<file path="config.mk">
export PLATFORM = sky130hd
export DESIGN_NAME = pipelined_controller_flat
export DESIGN_NICKNAME = d
export VERILOG_FILES = /design/src/rtl/pipelined_controller_if.sv /design/src/rtl/pipelined_controller.sv /design/src/flat_wrapper.sv
export SDC_FILE = /design/constraint.sdc
export NUM_CORES = 1
export LEC_CHECK = 0
export BUFFER_PORTS_ARGS = -buffer_cell sky130_fd_sc_hd__clkbuf_2
export CORE_MARGIN = 3
export CORE_UTILIZATION = 50
export DETAILED_ROUTE_END_ITERATION = 10
export GPL_ROUTABILITY_DRIVEN = 0
export GPL_TIMING_DRIVEN = 0
export PLACE_DENSITY_LB_ADDON = 0.1
export SYNTH_ARGS = -nofsm -noshare
export SYNTH_HDL_FRONTEND = slang
export SYNTH_SLANG_ARGS = --single-unit
</file>
<file path="constraint.sdc">
create_clock -name clk -period 2.3 [get_ports clk]
set_input_delay 0.115 -clock clk [delete_from_list [all_inputs] [get_ports clk]]
set_output_delay 0.115 -clock clk [all_outputs]
set_load 0.02 [all_outputs]
</file>
<file path="src/rtl/pipelined_controller_if.sv">
// Bus between the RV32I(M) control unit and the 5-stage datapath / hazard unit.
// master = datapath + hazard unit side (drives decode fields and hazard controls),
// slave  = pipelined_controller (drives the per-stage control bundle).
//
// Hazard semantics (no valid/ready pair on this bus): on each rising edge FlushE
// turns the E register into a bubble and wins over everything; otherwise StallE
// or MdStall freezes the E register and sends a bubble into M; otherwise E loads
// the D-stage decode. M and W advance every cycle.
interface pipelined_controller_if #(
  parameter int ALUCTRL_W = 4,
  parameter int IMMSRC_W  = 3
);
  logic [6:0]           opcode;
  logic [2:0]           funct3;
  logic [6:0]           funct7;
  logic                 StallE;
  logic                 FlushE;
  logic                 IllegalD;
  logic [IMMSRC_W-1:0]  ImmSrcD;
  logic                 RegWriteE, RegWriteM, RegWriteW;
  logic [1:0]           ResultSrcE, ResultSrcM, ResultSrcW;
  logic                 MemWriteE, MemWriteM;
  logic                 JumpE, BranchE, ALUSrcE, SrcAsrcE, jumpRegE;
  logic [ALUCTRL_W-1:0] ALUControlE;
  logic                 MdSelE;
  logic [2:0]           MdOpE;
  logic                 MdStall;
  // divider FSM state (0 idle, 1 busy, 2 done); constant 0 without M extension
  logic [1:0]           div_state_dbg;

  modport master (
    output opcode, funct3, funct7, StallE, FlushE,
    input  IllegalD, ImmSrcD, RegWriteE, RegWriteM, RegWriteW,
    input  ResultSrcE, ResultSrcM, ResultSrcW, MemWriteE, MemWriteM,
    input  JumpE, BranchE, ALUSrcE, SrcAsrcE, jumpRegE, ALUControlE,
    input  MdSelE, MdOpE, MdStall, div_state_dbg
  );

  modport slave (
    input  opcode, funct3, funct7, StallE, FlushE,
    output IllegalD, ImmSrcD, RegWriteE, RegWriteM, RegWriteW,
    output ResultSrcE, ResultSrcM, ResultSrcW, MemWriteE, MemWriteM,
    output JumpE, BranchE, ALUSrcE, SrcAsrcE, jumpRegE, ALUControlE,
    output MdSelE, MdOpE, MdStall, div_state_dbg
  );
endinterface

</file>
<file path="src/rtl/pipelined_controller.sv">
// RV32I(M) pipelined control unit: combinational decode in D, control bundle
// registered through E/M/W, and a busy FSM that holds a divide in E.
// Optional M extension: define MEXT_EN to decode funct7=0000001 OP encodings as
// multiply/divide and to build the divider FSM; otherwise they are illegal.
module pipelined_controller #(
  parameter int ALUCTRL_W  = 4,
  parameter int IMMSRC_W   = 3,
  parameter int DIV_CYCLES = 33
) (
  input logic clk,
  input logic rst_n,
  pipelined_controller_if.slave bus
);
  localparam logic [6:0] OPC_LOAD   = 7'b0000011;
  localparam logic [6:0] OPC_OPIMM  = 7'b0010011;
  localparam logic [6:0] OPC_AUIPC  = 7'b0010111;
  localparam logic [6:0] OPC_STORE  = 7'b0100011;
  localparam logic [6:0] OPC_OP     = 7'b0110011;
  localparam logic [6:0] OPC_LUI    = 7'b0110111;
  localparam logic [6:0] OPC_BRANCH = 7'b1100011;
  localparam logic [6:0] OPC_JALR   = 7'b1100111;
  localparam logic [6:0] OPC_JAL    = 7'b1101111;

  localparam logic [IMMSRC_W-1:0] IMM_I = IMMSRC_W'(0);
  localparam logic [IMMSRC_W-1:0] IMM_S = IMMSRC_W'(1);
  localparam logic [IMMSRC_W-1:0] IMM_B = IMMSRC_W'(2);
  localparam logic [IMMSRC_W-1:0] IMM_J = IMMSRC_W'(3);
  localparam logic [IMMSRC_W-1:0] IMM_U = IMMSRC_W'(4);

  localparam logic [ALUCTRL_W-1:0] ALU_ADD   = ALUCTRL_W'(0);
  localparam logic [ALUCTRL_W-1:0] ALU_SUB   = ALUCTRL_W'(1);
  localparam logic [ALUCTRL_W-1:0] ALU_AND   = ALUCTRL_W'(2);
  localparam logic [ALUCTRL_W-1:0] ALU_OR    = ALUCTRL_W'(3);
  localparam logic [ALUCTRL_W-1:0] ALU_XOR   = ALUCTRL_W'(4);
  localparam logic [ALUCTRL_W-1:0] ALU_SLT   = ALUCTRL_W'(5);
  localparam logic [ALUCTRL_W-1:0] ALU_SLTU  = ALUCTRL_W'(6);
  localparam logic [ALUCTRL_W-1:0] ALU_SLL   = ALUCTRL_W'(7);
  localparam logic [ALUCTRL_W-1:0] ALU_SRL   = ALUCTRL_W'(8);
  localparam logic [ALUCTRL_W-1:0] ALU_SRA   = ALUCTRL_W'(9);
  localparam logic [ALUCTRL_W-1:0] ALU_PASSB = ALUCTRL_W'(10);

  typedef struct packed {
    logic                 reg_write;
    logic [1:0]           result_src;
    logic                 mem_write;
    logic                 jump;
    logic                 branch;
    logic                 alu_src;
    logic                 src_a_src;
    logic                 jump_reg;
    logic [ALUCTRL_W-1:0] alu_ctrl;
  } ctrl_t;

  ctrl_t                dec_d, e_q, e_d;
  logic                 illegal_d;
  logic [IMMSRC_W-1:0]  imm_src_d;
  logic [ALUCTRL_W-1:0] alu_f3;
  logic                 f7_base, f7_alt;
  logic [3:0]           m_q, m_d;   // {reg_write, result_src, mem_write}
  logic [2:0]           w_q, w_d;   // {reg_write, result_src}
  logic                 md_stall;
  logic                 hold_e;
`ifdef MEXT_EN
  logic                 md_sel_dec, md_sel_q, md_sel_d;
  logic [2:0]           md_op_dec, md_op_q, md_op_d;
`endif

  // D-stage decode; an illegal encoding collapses to a NOP bundle
  always_comb begin
    dec_d     = '0;
    illegal_d = 1'b0;
    imm_src_d = IMM_I;
    alu_f3    = ALU_ADD;
    f7_base   = (bus.funct7 == 7'b0000000);
    f7_alt    = (bus.funct7 == 7'b0100000);
`ifdef MEXT_EN
    md_sel_dec = 1'b0;
    md_op_dec  = 3'b000;
`endif
    case (bus.funct3)
      3'b001:  alu_f3 = ALU_SLL;
      3'b010:  alu_f3 = ALU_SLT;
      3'b011:  alu_f3 = ALU_SLTU;
      3'b100:  alu_f3 = ALU_XOR;
      3'b101:  alu_f3 = ALU_SRL;
      3'b110:  alu_f3 = ALU_OR;
      3'b111:  alu_f3 = ALU_AND;
      default: alu_f3 = ALU_ADD;
    endcase
    case (bus.opcode)
      OPC_LOAD: begin
        dec_d.reg_write  = 1'b1;
        dec_d.result_src = 2'b01;
        dec_d.alu_src    = 1'b1;
      end
      OPC_STORE: begin
        dec_d.mem_write = 1'b1;
        dec_d.alu_src   = 1'b1;
        imm_src_d       = IMM_S;
      end
      OPC_OP: begin
        dec_d.reg_write = 1'b1;
        if (f7_base) dec_d.alu_ctrl = alu_f3;
        else if (f7_alt && bus.funct3 == 3'b000) dec_d.alu_ctrl = ALU_SUB;
        else if (f7_alt && bus.funct3 == 3'b101) dec_d.alu_ctrl = ALU_SRA;
`ifdef MEXT_EN
        else if (bus.funct7 == 7'b0000001) begin
          dec_d.result_src = 2'b11;
          md_sel_dec       = 1'b1;
          md_op_dec        = bus.funct3;
        end
`endif
        else illegal_d = 1'b1;
      end
      OPC_OPIMM: begin
        dec_d.reg_write = 1'b1;
        dec_d.alu_src   = 1'b1;
        dec_d.alu_ctrl  = alu_f3;
        // only the shift-immediates carry funct7; srai is told apart by funct7[5]
        if (bus.funct3 == 3'b001 && !f7_base) illegal_d = 1'b1;
        if (bus.funct3 == 3'b101) begin
          if (f7_alt) dec_d.alu_ctrl = ALU_SRA;
          else if (!f7_base) illegal_d = 1'b1;
        end
      end
      OPC_BRANCH: begin
        dec_d.branch = 1'b1;
        imm_src_d    = IMM_B;
        case (bus.funct3[2:1])
          2'b00:   dec_d.alu_ctrl = ALU_SUB;
          2'b10:   dec_d.alu_ctrl = ALU_SLT;
          2'b11:   dec_d.alu_ctrl = ALU_SLTU;
          default: illegal_d = 1'b1;
        endcase
      end
      OPC_JAL: begin
        dec_d.reg_write  = 1'b1;
        dec_d.result_src = 2'b10;
        dec_d.jump       = 1'b1;
        imm_src_d        = IMM_J;
      end
      OPC_JALR: begin
        dec_d.reg_write  = 1'b1;
        dec_d.result_src = 2'b10;
        dec_d.jump       = 1'b1;
        dec_d.jump_reg   = 1'b1;
        dec_d.alu_src    = 1'b1;
      end
      OPC_LUI: begin
        dec_d.reg_write = 1'b1;
        dec_d.alu_src   = 1'b1;
        dec_d.alu_ctrl  = ALU_PASSB;
        imm_src_d       = IMM_U;
      end
      OPC_AUIPC: begin
        dec_d.reg_write = 1'b1;
        dec_d.alu_src   = 1'b1;
        dec_d.src_a_src = 1'b1;
        imm_src_d       = IMM_U;
      end
      default: illegal_d = 1'b1;
    endcase
    if (illegal_d) begin
      dec_d     = '0;
      imm_src_d = IMM_I;
`ifdef MEXT_EN
      md_sel_dec = 1'b0;
      md_op_dec  = 3'b000;
`endif
    end
  end

  // E/M/W next state: flush beats hold beats load; a held E sends a bubble to M
  always_comb begin
    hold_e = bus.StallE | md_stall;
    e_d    = e_q;
    if (bus.FlushE) e_d = '0;
    else if (!hold_e) e_d = dec_d;
    m_d = (md_stall || (bus.StallE && !bus.FlushE)) ? 4'b0000
        : {e_q.reg_write, e_q.result_src, e_q.mem_write};
    w_d = m_q[3:1];
`ifdef MEXT_EN
    md_sel_d = md_sel_q;
    md_op_d  = md_op_q;
    if (bus.FlushE) begin
      md_sel_d = 1'b0;
      md_op_d  = 3'b000;
    end else if (!hold_e) begin
      md_sel_d = md_sel_dec;
      md_op_d  = md_op_dec;
    end
`endif
  end

  // pipeline registers
  always_ff @(posedge clk or negedge rst_n) begin
    if (!rst_n) begin
      e_q <= '0;
      m_q <= '0;
      w_q <= '0;
    end else begin
      e_q <= e_d;
      m_q <= m_d;
      w_q <= w_d;
    end
  end

`ifdef MEXT_EN
  typedef enum logic [1:0] {S_IDLE = 2'd0, S_BUSY = 2'd1, S_DONE = 2'd2} div_state_t;
  localparam logic [7:0] DIV_LOAD = 8'(DIV_CYCLES - 2);
  div_state_t state_q, state_d;
  logic [7:0] cnt_q, cnt_d;

  // divider sequencing: the entry cycle and every BUSY cycle stall, DONE releases the op
  always_comb begin
    state_d  = state_q;
    cnt_d    = cnt_q;
    md_stall = 1'b0;
    case (state_q)
      S_IDLE: begin
        if (md_sel_q && md_op_q[2] && !bus.FlushE) begin
          md_stall = 1'b1;
          cnt_d    = DIV_LOAD;
          state_d  = (DIV_CYCLES == 2) ? S_DONE : S_BUSY;
        end
      end
      S_BUSY: begin
        md_stall = 1'b1;
        if (bus.FlushE) begin
          state_d = S_IDLE;
          cnt_d   = 8'd0;
        end else begin
          cnt_d = (cnt_q == 8'd0) ? 8'd0 : cnt_q - 8'd1;
          if (cnt_q <= 8'd1) state_d = S_DONE;
        end
      end
      S_DONE: begin
        if (bus.FlushE || !bus.StallE) state_d = S_IDLE;
      end
      default: state_d = S_IDLE;
    endcase
  end

  // divider state, counter and E-stage M-op fields
  always_ff @(posedge clk or negedge rst_n) begin
    if (!rst_n) begin
      state_q  <= S_IDLE;
      cnt_q    <= 8'd0;
      md_sel_q <= 1'b0;
      md_op_q  <= 3'b000;
    end else begin
      state_q  <= state_d;
      cnt_q    <= cnt_d;
      md_sel_q <= md_sel_d;
      md_op_q  <= md_op_d;
    end
  end

  assign bus.MdSelE        = md_sel_q;
  assign bus.MdOpE         = md_op_q;
  assign bus.div_state_dbg = state_q;
`else
  assign md_stall          = 1'b0;
  assign bus.MdSelE        = 1'b0;
  assign bus.MdOpE         = 3'b000;
  assign bus.div_state_dbg = 2'd0;
`endif

  assign bus.IllegalD    = illegal_d;
  assign bus.ImmSrcD     = imm_src_d;
  assign bus.RegWriteE   = e_q.reg_write;
  assign bus.ResultSrcE  = e_q.result_src;
  assign bus.MemWriteE   = e_q.mem_write;
  assign bus.JumpE       = e_q.jump;
  assign bus.BranchE     = e_q.branch;
  assign bus.ALUSrcE     = e_q.alu_src;
  assign bus.SrcAsrcE    = e_q.src_a_src;
  assign bus.jumpRegE    = e_q.jump_reg;
  assign bus.ALUControlE = e_q.alu_ctrl;
  assign bus.RegWriteM   = m_q[3];
  assign bus.ResultSrcM  = m_q[2:1];
  assign bus.MemWriteM   = m_q[0];
  assign bus.RegWriteW   = w_q[2];
  assign bus.ResultSrcW  = w_q[1:0];
  assign bus.MdStall     = md_stall;
endmodule
</file>
<file path="src/flat_wrapper.sv">
// flat-port wrapper written by rule: the top's interface ports become plain ports
module pipelined_controller_flat 
#(
  parameter int ALUCTRL_W  = 4,
  parameter int IMMSRC_W   = 3,
  parameter int DIV_CYCLES = 33
)
  (clk, rst_n, bus_opcode, bus_funct3, bus_funct7, bus_StallE, bus_FlushE, bus_IllegalD, bus_ImmSrcD, bus_RegWriteE, bus_RegWriteM, bus_RegWriteW, bus_ResultSrcE, bus_ResultSrcM, bus_ResultSrcW, bus_MemWriteE, bus_MemWriteM, bus_JumpE, bus_BranchE, bus_ALUSrcE, bus_SrcAsrcE, bus_jumpRegE, bus_ALUControlE, bus_MdSelE, bus_MdOpE, bus_MdStall, bus_div_state_dbg);
  pipelined_controller_if #(.ALUCTRL_W(ALUCTRL_W), .IMMSRC_W(IMMSRC_W)) bus_i ();
  input logic clk;
  input logic rst_n;
  input wire logic [$bits(bus_i.opcode)-1:0] bus_opcode;
  input wire logic [$bits(bus_i.funct3)-1:0] bus_funct3;
  input wire logic [$bits(bus_i.funct7)-1:0] bus_funct7;
  input wire logic [$bits(bus_i.StallE)-1:0] bus_StallE;
  input wire logic [$bits(bus_i.FlushE)-1:0] bus_FlushE;
  output wire logic [$bits(bus_i.IllegalD)-1:0] bus_IllegalD;
  output wire logic [$bits(bus_i.ImmSrcD)-1:0] bus_ImmSrcD;
  output wire logic [$bits(bus_i.RegWriteE)-1:0] bus_RegWriteE;
  output wire logic [$bits(bus_i.RegWriteM)-1:0] bus_RegWriteM;
  output wire logic [$bits(bus_i.RegWriteW)-1:0] bus_RegWriteW;
  output wire logic [$bits(bus_i.ResultSrcE)-1:0] bus_ResultSrcE;
  output wire logic [$bits(bus_i.ResultSrcM)-1:0] bus_ResultSrcM;
  output wire logic [$bits(bus_i.ResultSrcW)-1:0] bus_ResultSrcW;
  output wire logic [$bits(bus_i.MemWriteE)-1:0] bus_MemWriteE;
  output wire logic [$bits(bus_i.MemWriteM)-1:0] bus_MemWriteM;
  output wire logic [$bits(bus_i.JumpE)-1:0] bus_JumpE;
  output wire logic [$bits(bus_i.BranchE)-1:0] bus_BranchE;
  output wire logic [$bits(bus_i.ALUSrcE)-1:0] bus_ALUSrcE;
  output wire logic [$bits(bus_i.SrcAsrcE)-1:0] bus_SrcAsrcE;
  output wire logic [$bits(bus_i.jumpRegE)-1:0] bus_jumpRegE;
  output wire logic [$bits(bus_i.ALUControlE)-1:0] bus_ALUControlE;
  output wire logic [$bits(bus_i.MdSelE)-1:0] bus_MdSelE;
  output wire logic [$bits(bus_i.MdOpE)-1:0] bus_MdOpE;
  output wire logic [$bits(bus_i.MdStall)-1:0] bus_MdStall;
  output wire logic [$bits(bus_i.div_state_dbg)-1:0] bus_div_state_dbg;
  assign bus_i.opcode = bus_opcode;
  assign bus_i.funct3 = bus_funct3;
  assign bus_i.funct7 = bus_funct7;
  assign bus_i.StallE = bus_StallE;
  assign bus_i.FlushE = bus_FlushE;
  assign bus_IllegalD = bus_i.IllegalD;
  assign bus_ImmSrcD = bus_i.ImmSrcD;
  assign bus_RegWriteE = bus_i.RegWriteE;
  assign bus_RegWriteM = bus_i.RegWriteM;
  assign bus_RegWriteW = bus_i.RegWriteW;
  assign bus_ResultSrcE = bus_i.ResultSrcE;
  assign bus_ResultSrcM = bus_i.ResultSrcM;
  assign bus_ResultSrcW = bus_i.ResultSrcW;
  assign bus_MemWriteE = bus_i.MemWriteE;
  assign bus_MemWriteM = bus_i.MemWriteM;
  assign bus_JumpE = bus_i.JumpE;
  assign bus_BranchE = bus_i.BranchE;
  assign bus_ALUSrcE = bus_i.ALUSrcE;
  assign bus_SrcAsrcE = bus_i.SrcAsrcE;
  assign bus_jumpRegE = bus_i.jumpRegE;
  assign bus_ALUControlE = bus_i.ALUControlE;
  assign bus_MdSelE = bus_i.MdSelE;
  assign bus_MdOpE = bus_i.MdOpE;
  assign bus_MdStall = bus_i.MdStall;
  assign bus_div_state_dbg = bus_i.div_state_dbg;
  pipelined_controller #(.ALUCTRL_W(ALUCTRL_W), .IMMSRC_W(IMMSRC_W), .DIV_CYCLES(DIV_CYCLES)) u_core (.clk(clk), .rst_n(rst_n), .bus(bus_i));
endmodule
</file>
==> results of run 1 <==
## logic make-up (layout without fill, tap and decap cells)
kind of cell | count (synthesis) | after routing | share of synthesized area
AOI/OAI and AO/OA | 36 | 36 | 0.220
xor gates and xnor gates | 1 | 1 | 0.00720
buffers and inverters | 19 | 65 | 0.0853
DFF | 19 | 19 | 0.391
other | 1 | 7 | 0.00308
and+or+nand+nor | 59 | 59 | 0.294
## power groups by stage
stage | clock network, mW | logic (mW) | registers, mW
5_1_grt | 0.186 | 0.134 | 0.336
2_1_floorplan | 0 | 0.0733 | 0.344
3_5_place_dp | 0 | 0.119 | 0.342
4_1_cts | 0.170 | 0.120 | 0.336
3_3_place_gp | 0 | 0.115 | 0.342
6_report | 0.164 | 0.121 | 0.336
## what timing repair did
action / CTS / global route
resized for setup: 0 / 0
endpoints found under the hold margin: 19 / 0
endpoints found under the setup margin: 0 / 0
hold buffers: 1 / 0
## cells in the final DEF (no fill, tap or decap), types with 3 or more instances in the layout
cell type	n
buf_4	8
dfrtp_1	19
nand2_1	11
nor2b_1	7
o21ai_0	8
conb_1	7
inv_1	3
nor2_1	15
a22o_1	4
nand3b_1	3
clkbuf_1	7
nand2b_1	3
nor3_1	3
clkbuf_4	3
o31ai_1	3
a21oi_1	6
clkbuf_2	41
## per-layer routing
layer,global-route usage,wire length (µm),vias to the layer above
li1,-,-,583
met4,0.0243,0,0
met5,0,0,-
met2,0.331,1440,51
met3,0.0654,214,0
met1,0.221,1200,551
## stage by stage
step / hold WS (ns) / worst slack, ns / instances / utilization
final: 0.184 / 0.481 / 215 / 0.673
after global routing: 0.206 / 0.397 / 215 / 0.673
after CTS: 0.171 / 0.494 / 215 / 0.673
after detailed placement: 0.0857 / 0.501 / 210 / 0.656
after global placement: 0.0780 / 0.527 / 210 / 0.656
after floorplan: -0.181 / 0.771 / 141 / -
## layout make-up
type,instances,area [µm²]
fillers,206,738
multi-input cells,103,661
flip-flops and latches,19,475
repair buffers,42,215
plain buffers,16,92.6
well taps,28,35.0
clock buffers,4,26.3
inverters,3,11.3
## path summary, 6_finish.rpt
kind | from | to | cells past startpoint
worst max-delay path | bus_opcode[5] | bus_ImmSrcD[1] | 7
min in group asynchronous | rst_n | u_core.w_q[1]$_DFF_PN0_ | 2
worst max register to register | u_core.bus.ResultSrcE[0]$_DFFE_PN0N_ | u_core.bus.ResultSrcE[0]$_DFFE_PN0N_ | 2
max in group asynchronous | rst_n | u_core.bus.jumpRegE$_DFFE_PN0N_ | 2
worst min register to register | u_core.m_q[2]$_DFF_PN0_ | u_core.w_q[1]$_DFF_PN0_ | 0
worst min-delay path | bus_FlushE | u_core.bus.MemWriteE$_DFFE_PN0N_ | 2
## flip-flops by register name (all words and copies together), names as in the netlist
signal / cells
u_core.bus.ALUControlE: 4
u_core.bus.RegWriteE: 1
u_core.bus.jumpRegE: 1
u_core.bus.JumpE: 1
u_core.bus.MemWriteE: 1
u_core.bus.BranchE: 1
u_core.bus.ResultSrcE: 1
u_core.w_q: 3
u_core.bus.SrcAsrcE: 1
u_core.m_q: 4
u_core.bus.ALUSrcE: 1
==> impl_metrics.ini, run 1 <==
[outcome]
status = complete, no violations

[clock_network]
cts_setup_buffers = 0
tritoncts = done
cts_num_sinks = 19
cts_buffers = 3
cts_max_level = 1
root_buffer = clkbuf_4
clkLatencyLatePin_ns = 0.29
clkTransAtPathRegs_ns = 0.10
cts_max_path_buffers = 2

[drt]
vias = 1185
wire_per_inst_um = 13.3
vias_per_cell = 5.51
remaining_drc_errors = 0
firstDrtPassIters = 4
drt-total-wl_um = 2850
postRouteAntennaNets = 0
drt-initial-drc-count = 43

[setup_path]
cp_cell_sequence = clkbuf_2 -> clkbuf_1 -> inv_1 -> a221oi_2 -> nor3_2 -> and3_1 -> clkbuf_2
crit_family = buffers and inverters
crit_top_cell = clkbuf_2
max_stage_delay_ns = 0.49
path_buf_inv = 4
worstPathArrival_ns = 1.70
r2r_slack_ns = 1.49
startpoint_type = primary input
cp_slowest_cell = a221oi_2
path_max_fanout = 10
required_ns = 2.18
critPathKind = primary input to output pin
end_kind = output pin

[power]
peakVddDrop_mv = 0.443
power_density_mw_per_mm2 = 410
finalPower_uw = 621
p_int_uw = 446
p_comb_frac = 0.196
swShare = 0.282
p_switching_uw = 175
p_leak_nw = 0.762
seqPwrFrac = 0.541
clkPwrFrac = 0.264

[timing]
finClkSkew_ns = 0.00301
post-route-min-period_ns = 1.82
slew_viol_final = 0
rsz0062_at_grt = false
timing.fmax_ghz = 0.550
min_period_over_period = 0.791
final_hold_viol_count = 0
setup_viol = 0
tns_ns = 0

[floorplan]
die_height_um = 55.3
io-pin-count = 52
row_count = 17
initial_core_util = 0.540
core_area_mm2 = 0.00225
die_area_mm2 = 0.00306
fp.dieW_um = 55.3

[synth]
postSynth.asyncResetShare = 1.00
ys.flop_type = dfrtp_1
synth_seq_cells = 19
mappedNetlistArea_mm2 = 0.00122
synth_top_area_frac = 0.391
yosysMostFrequentCell = dfrtp_1
yosysUniqueCellTypes = 43
yosys-top-cells-count = dfrtp_1 (19), nor2_1 (15), nand2_1 (11)
seq_area_frac_synth = 0.391
yosys_warnings = 0
yosys-top-cells-area = dfrtp_1 (39%), buf_4 (4.9%), nor2_1 (4.6%)
syn_area_per_cell_um2 = 9.02
synth_edf_count = 0
yosysTopAreaCell = dfrtp_1
syn_inst = 135

[place]
port_buffers = 41
hpwlAfterDp_um = 2270
place_area_mm2 = 0.00148

[worst_hold_path]
hp-class = primary input to flop

[finish]
drive_gt1_frac = 0.337
fin_nets = 209
area_growth_pct = 24.6
n_antenna_cell = 0
finalInstanceArea_mm2 = 0.00152

[global_route]
overflow = 0
antenna_found_initial = 0
grt_pass1_vias = 1108
grt_max_degree = 20
grt_pass1_wl_um = 4750
grt_use_total = 0.186

[flow_run]
drv_cap = 0
No activity file was read; power rests on OpenSTA's default activity.
==> run 2, diff against run 1 <==
--- a/config.mk
+++ b/config.mk
@@ -5,9 +5,10 @@
 export SDC_FILE = /design/constraint.sdc
 export NUM_CORES = 1
 export LEC_CHECK = 0
+export ABC_AREA = 1
 export BUFFER_PORTS_ARGS = -buffer_cell sky130_fd_sc_hd__clkbuf_2
 export CORE_MARGIN = 3
-export CORE_UTILIZATION = 50
+export CORE_UTILIZATION = 47
 export DETAILED_ROUTE_END_ITERATION = 10
 export GPL_ROUTABILITY_DRIVEN = 0
 export GPL_TIMING_DRIVEN = 0
==> constraint.sdc (replaced) <==
create_clock -name clk -period 1.75 [get_ports clk]
set_input_delay 0.0875 -clock clk [delete_from_list [all_inputs] [get_ports clk]]
set_output_delay 0.0875 -clock clk [all_outputs]
set_load 0.02 [all_outputs]
==> run 2 against run 1 <==
Net effect:
- total power grew 27%
- cell area grew 3.2%
- global-route usage shrank 1.8 points
- clock power grew 27%
- critical path depth grew 3
- flip-flop and latch count is the same
- sequential share of layout area shrank 0.98 points
- synthesized cell count grew 42%
- critical endpoint unchanged
- largest cell class unchanged
==> impl_metrics.ini, run 2 <==
[setup_path]
max_stage_delay_ns = 0.33
startpoint_type = primary input
path_buf_inv = 3
crit_family = simple AND/OR/NAND/NOR gates
critPathCapture = bus_ImmSrcD[1]
required_ns = 1.66
worstPathArrival_ns = 1.38
r2r_cells = 2
worstSetupStartpoint = bus_opcode[3]
r2r_end = u_core.bus.ResultSrcE[0]$_DFFE_PN0N_
cp.depth = 10
cp_cell_sequence = clkbuf_2 -> nor2_1 -> nand2_2 -> nor3_1 -> nand3_1 -> inv_1 -> nor2_1 -> nand2_1 -> a21oi_1 -> clkbuf_2
path_max_fanout = 6
critPathKind = primary input to output pin
r2r_slack_ns = 1.08
r2r_start = u_core.bus.ResultSrcE[0]$_DFFE_PN0N_
cp_slowest_cell = nor3_1
end_kind = output pin

[finish]
final_util = 0.626
n_antenna_cell = 0
multi_input_area_um2 = 623
area_growth_pct = 25.4
seq_area_um2 = 475
drive_gt1_frac = 0.271
fin_cells = 277
mostFrequentLayoutCells = nand2_1 (57), clkbuf_2 (44), nor2_1 (36)
n_fill_cell = 237
final_common_cell = nand2_1
fin_nets = 269

[floorplan]
die_height_um = 57.5
core_area_mm2 = 0.00250
fp.dieW_um = 57.5
io-pin-count = 52
initial_core_util = 0.499
row_count = 18
die_area_mm2 = 0.00331

[global_route]
antenna_found_initial = 0
overflow = 0
grt_max_degree = 20
grt_pass1_wl_um = 4540
grt_pass1_vias = 1121
grt_use_total = 0.169

[synth]
postSynth.asyncResetShare = 1.00
syn_inst = 192
synth_edf_count = 0
seq_area_frac_synth = 0.381
mappedNetlistArea_mm2 = 0.00125
yosysMostFrequentCell = nand2_1
yosys-top-cells-count = nand2_1 (57), nor2_1 (36), inv_1 (26)
yosysTopAreaCell = dfrtp_1
yosys_warnings = 0
synth_seq_cells = 19
synth_top_area_frac = 0.381
yosys-top-cells-area = dfrtp_1 (38%), nand2_1 (17%), nor2_1 (11%)
ys.flop_type = dfrtp_1
syn_area_per_cell_um2 = 6.50
yosysUniqueCellTypes = 24

[clock_network]
cts_max_level = 1
cts_buffers = 3
cts_setup_buffers = 0
clkLatencyLatePin_ns = 0.28
root_buffer = clkbuf_4
cts_num_sinks = 19
tritoncts = done
cts_max_path_buffers = 2
clkTransAtPathRegs_ns = 0.10

[timing]
post-route-min-period_ns = 1.47
slew_viol_final = 0
holdWs_ns = 0.105
rsz0062_at_grt = false
setup_viol = 0
finClkSkew_ns = 0.000945
final_hold_viol_count = 0
min_period_over_period = 0.839
tns_ns = 0
timing.fmax_ghz = 0.681

[place]
port_buffers = 44
hpwlAfterDp_um = 2230
dp_cells = 272

[drt]
wl_met3_um = 165
vias_per_cell = 4.58
drt-initial-drc-count = 23
top_layer_used = met4
vias = 1269
firstDrtPassIters = 4
remaining_drc_errors = 0
drt-total-wl_um = 2640
wire_per_inst_um = 9.53
postRouteAntennaNets = 0
wl_met2_um = 1230
met1_length_um = 1230

[power]
p_leak_nw = 0.981
peakVddDrop_mv = 0.375
finalPower_uw = 788
power_density_mw_per_mm2 = 503

[flow_run]
drv_cap = 0

[worst_hold_path]
hp-class = primary input to flop

[outcome]
status = complete, no violations
run 2: changes by cell type after synthesis, sizes merged, moves of 4 or more:
cell,previous run,this run
inv,3,29
a21oi,6,2
clkbuf,6,1
nand2,11,59
nor2,15,40
a22o,4,0
nand3,1,18
nor2b,7,0
run 2: per-layer routing:
layer  track usage  vias to the layer above
met3        0.0113                        2
met5             0                        -
met1         0.231                      551
li1              -                      680
met4        0.0695                        0
met2         0.276                       36
run 2: worst min-delay path by stage:
stage	start	to	slack, ns	depth (start not counted)
after global placement	rst_n	u_core.w_q[1]$_DFF_PN0_	0.05	1
after floorplan	rst_n	u_core.bus.ALUControlE[0]$_DFFE_PN0N_	-0.21	0
after global routing	bus_FlushE	u_core.bus.BranchE$_DFFE_PN0N_	0.14	4
after CTS	bus_FlushE	u_core.bus.BranchE$_DFFE_PN0N_	0.1	4
after detailed placement	rst_n	u_core.w_q[1]$_DFF_PN0_	0.05	1
final	bus_FlushE	u_core.bus.BranchE$_DFFE_PN0N_	0.11	4
run 2: layout make-up:
type / instances / area share
Clock buffer: 4 / 0.0168
Multi-Input combinational cell: 141 / 0.398
Timing Repair Buffer: 45 / 0.147
Buffer: 9 / 0.0408
Inverter: 29 / 0.0695
Sequential cell: 19 / 0.304
Tap cell: 30 / 0.0240
run 2: kinds of logic (layout without fill, tap and decap cells):
family	Yosys count	after routing	synth area share
AO/OA/AOI/OAI	11	11	0.0491
XOR/XNOR	1	1	0.00702
buffers and inverters	38	87	0.138
flip-flops	19	19	0.381
other	1	7	0.00300
AND/OR/NAND/NOR	122	122	0.422
run 2: metrics by stage:
step,worst slack (ns),instance area [µm²]
after detailed placement,0.301,1530
after floorplan,0.306,1270
final,0.281,1570
after global routing,0.140,1570
after global placement,0.275,1530
after CTS,0.296,1570
run 2: power breakdown:
group	internal (mW)	switching, mW	total, mW
sequential	0.439	0.000383	0.440
clock	0.0885	0.119	0.208
combinational	0.0495	0.0909	0.140
run 2: timing repair:
| item | in CTS | in global routing |
|---|---|---|
| hold endpoints to repair | 19 | 0 |
| hold buffers | 1 | 0 |
| gates resized for setup | 0 | 0 |
run 2: worst reg2reg max path: stages, from the launching register on:
cell     delay (ns)
dfrtp_1        0.40
inv_1          0.07
o21ai_0        0.09
==> run 3, diff against run 2 <==
==> constraint.sdc (replaced) <==
create_clock -name clk -period 1.5 [get_ports clk]
set_input_delay 0.075 -clock clk [delete_from_list [all_inputs] [get_ports clk]]
set_output_delay 0.075 -clock clk [all_outputs]
set_load 0.02 [all_outputs]
==> run 3 against run 2 <==
Net effect:
- critical endpoint unchanged
- critical path type unchanged
- register-to-register slack worse by 0.25 ns
- via count is 2.0% higher
- worst setup slack worse by 0.16 ns
- clock-buffer cell count stayed put
- sequential power increased by 17%
- highest routed layer unchanged
- wire length up 2.2%
- flip-flop and latch count unchanged
- cell area is 1.3% higher
==> impl_metrics.ini, run 3 (synthesis gave the netlist of run 2 again) <==
[outcome]
status = complete, no violations

[drt]
top_layer_used = met4
drt-total-wl_um = 2700
wl_met3_um = 196
drt-initial-drc-count = 24
wl_met2_um = 1250
remaining_drc_errors = 0
vias = 1295
postRouteAntennaNets = 0
vias_per_cell = 4.66
met1_length_um = 1230
wire_per_inst_um = 9.71
firstDrtPassIters = 4

[setup_path]
path_max_fanout = 5
worstPathArrival_ns = 1.31
end_kind = output pin
startpoint_type = primary input
r2r_start = u_core.bus.ResultSrcE[0]$_DFFE_PN0N_
r2r_end = u_core.bus.ResultSrcE[0]$_DFFE_PN0N_
r2r_cells = 2
r2r_slack_ns = 0.83
required_ns = 1.42
critPathKind = primary input to output pin

[timing]
timing.fmax_ghz = 0.724
final_hold_viol_count = 0
setup_viol = 0
slew_viol_final = 0
tns_ns = 0
finClkSkew_ns = 0.00242
min_period_over_period = 0.921
rsz0062_at_grt = false
post-route-min-period_ns = 1.38
holdWs_ns = 0.0880
layout_setup_ws_ns = 0.118

[finish]
fin_cells = 278
area_growth_pct = 27.0
drive_gt1_frac = 0.282
final_util = 0.634
final_common_cell = nand2_1
n_antenna_cell = 0
finalInstanceArea_mm2 = 0.00159
mostFrequentLayoutCells = nand2_1 (57), clkbuf_2 (43), nor2_1 (36)
fin_nets = 270

[floorplan]
die_height_um = 57.5
core_area_mm2 = 0.00250
fp.dieW_um = 57.5
die_area_mm2 = 0.00331
row_count = 18
initial_core_util = 0.499
io-pin-count = 52

[clock_network]
clkTransAtPathRegs_ns = 0.10
cts_num_sinks = 19
tritoncts = done
cts_buffers = 3
cts_max_path_buffers = 2
cts_max_level = 1
root_buffer = clkbuf_4
clkLatencyLatePin_ns = 0.29

[flow_run]
drv_cap = 0

[worst_hold_path]
hold_end = u_core.bus.BranchE$_DFFE_PN0N_
hold_start = bus_FlushE
whs_path_depth = 4
hp-class = primary input to flop

[power]
peakVddDrop_mv = 0.440
finalPower_uw = 923
power_density_mw_per_mm2 = 582
p_leak_nw = 0.986

[place]
place_area_mm2 = 0.00153
port_buffers = 44
dp_cells = 272
place_ws_ns = 0.0763
hpwlAfterDp_um = 2230

[global_route]
grt_use_total = 0.169
overflow = 0
antenna_found_initial = 0
grt_max_degree = 20
grt_pass1_vias = 1121
grt_pass1_wl_um = 4540
## run 3: cell types whose count changed in the layout (fill, tap and decap cells not counted)
| cell | delta |
|---|---|
| buf_4 | +2 |
| clkbuf_2 | -1 |
| nand3_1 | -1 |
| nand3_2 | +1 |
| nor3_1 | -1 |
| nor3_2 | +1 |
## run 3: worst max-delay path by stage
| stage | start | to | slack (ns) | cells after the start |
|---|---|---|---|---|
| floorplan | bus_opcode[6] | bus_ImmSrcD[1] | 0.08 | 11 |
| global placement | bus_opcode[3] | bus_ImmSrcD[1] | 0.05 | 10 |
| detailed placement | bus_opcode[3] | bus_ImmSrcD[1] | 0.08 | 10 |
| CTS | bus_opcode[3] | bus_ImmSrcD[1] | 0.07 | 10 |
| global route | bus_opcode[6] | bus_ImmSrcD[1] | 0.005 | 13 |
| finish | bus_opcode[6] | bus_ImmSrcD[1] | 0.12 | 13 |
## run 3: final cells by class
class | count | area (µm²)
plain buffers | 9 | 63.8
clock buffers | 4 | 26.3
fillers | 231 | 915
inverters | 29 | 109
multi-input cells | 141 | 633
flip-flops and latches | 19 | 475
well taps | 30 | 37.5
repair buffers | 46 | 240
## run 3: repair_timing
action	CTS	global route
resized for setup	0	4
hold buffers	1	0
hold endpoints to repair	19	0
setup endpoints to repair	0	1
setup buffers	0	1
## run 3: power breakdown
part / internal [mW] / total, mW / leakage, nW / switching, mW
logic: 0.0581 / 0.166 / 0.706 / 0.108
clock network: 0.103 / 0.244 / 0.0150 / 0.141
registers: 0.513 / 0.513 / 0.265 / 0.000448
total: 0.674 / 0.923 / 0.986 / 0.249
## run 3: per-layer routing
metal / GRT usage / vias to the layer above
met4: 0.0695 / 0
met3: 0.0113 / 2
met1: 0.231 / 562
met2: 0.276 / 43
li1: - / 688
met5: 0 / -
## run 3: critical path, cell delays in order
cell and delay, ns:
clkbuf_2 0.10, inv_2 0.08, nand2_2 0.09, nor2_2 0.12, nand2_1 0.06, inv_1 0.07
nand2_1 0.09, nand2_1 0.12, nor2_2 0.07, inv_1 0.05, nand2_1 0.07, a21oi_1 0.14
buf_4 0.16
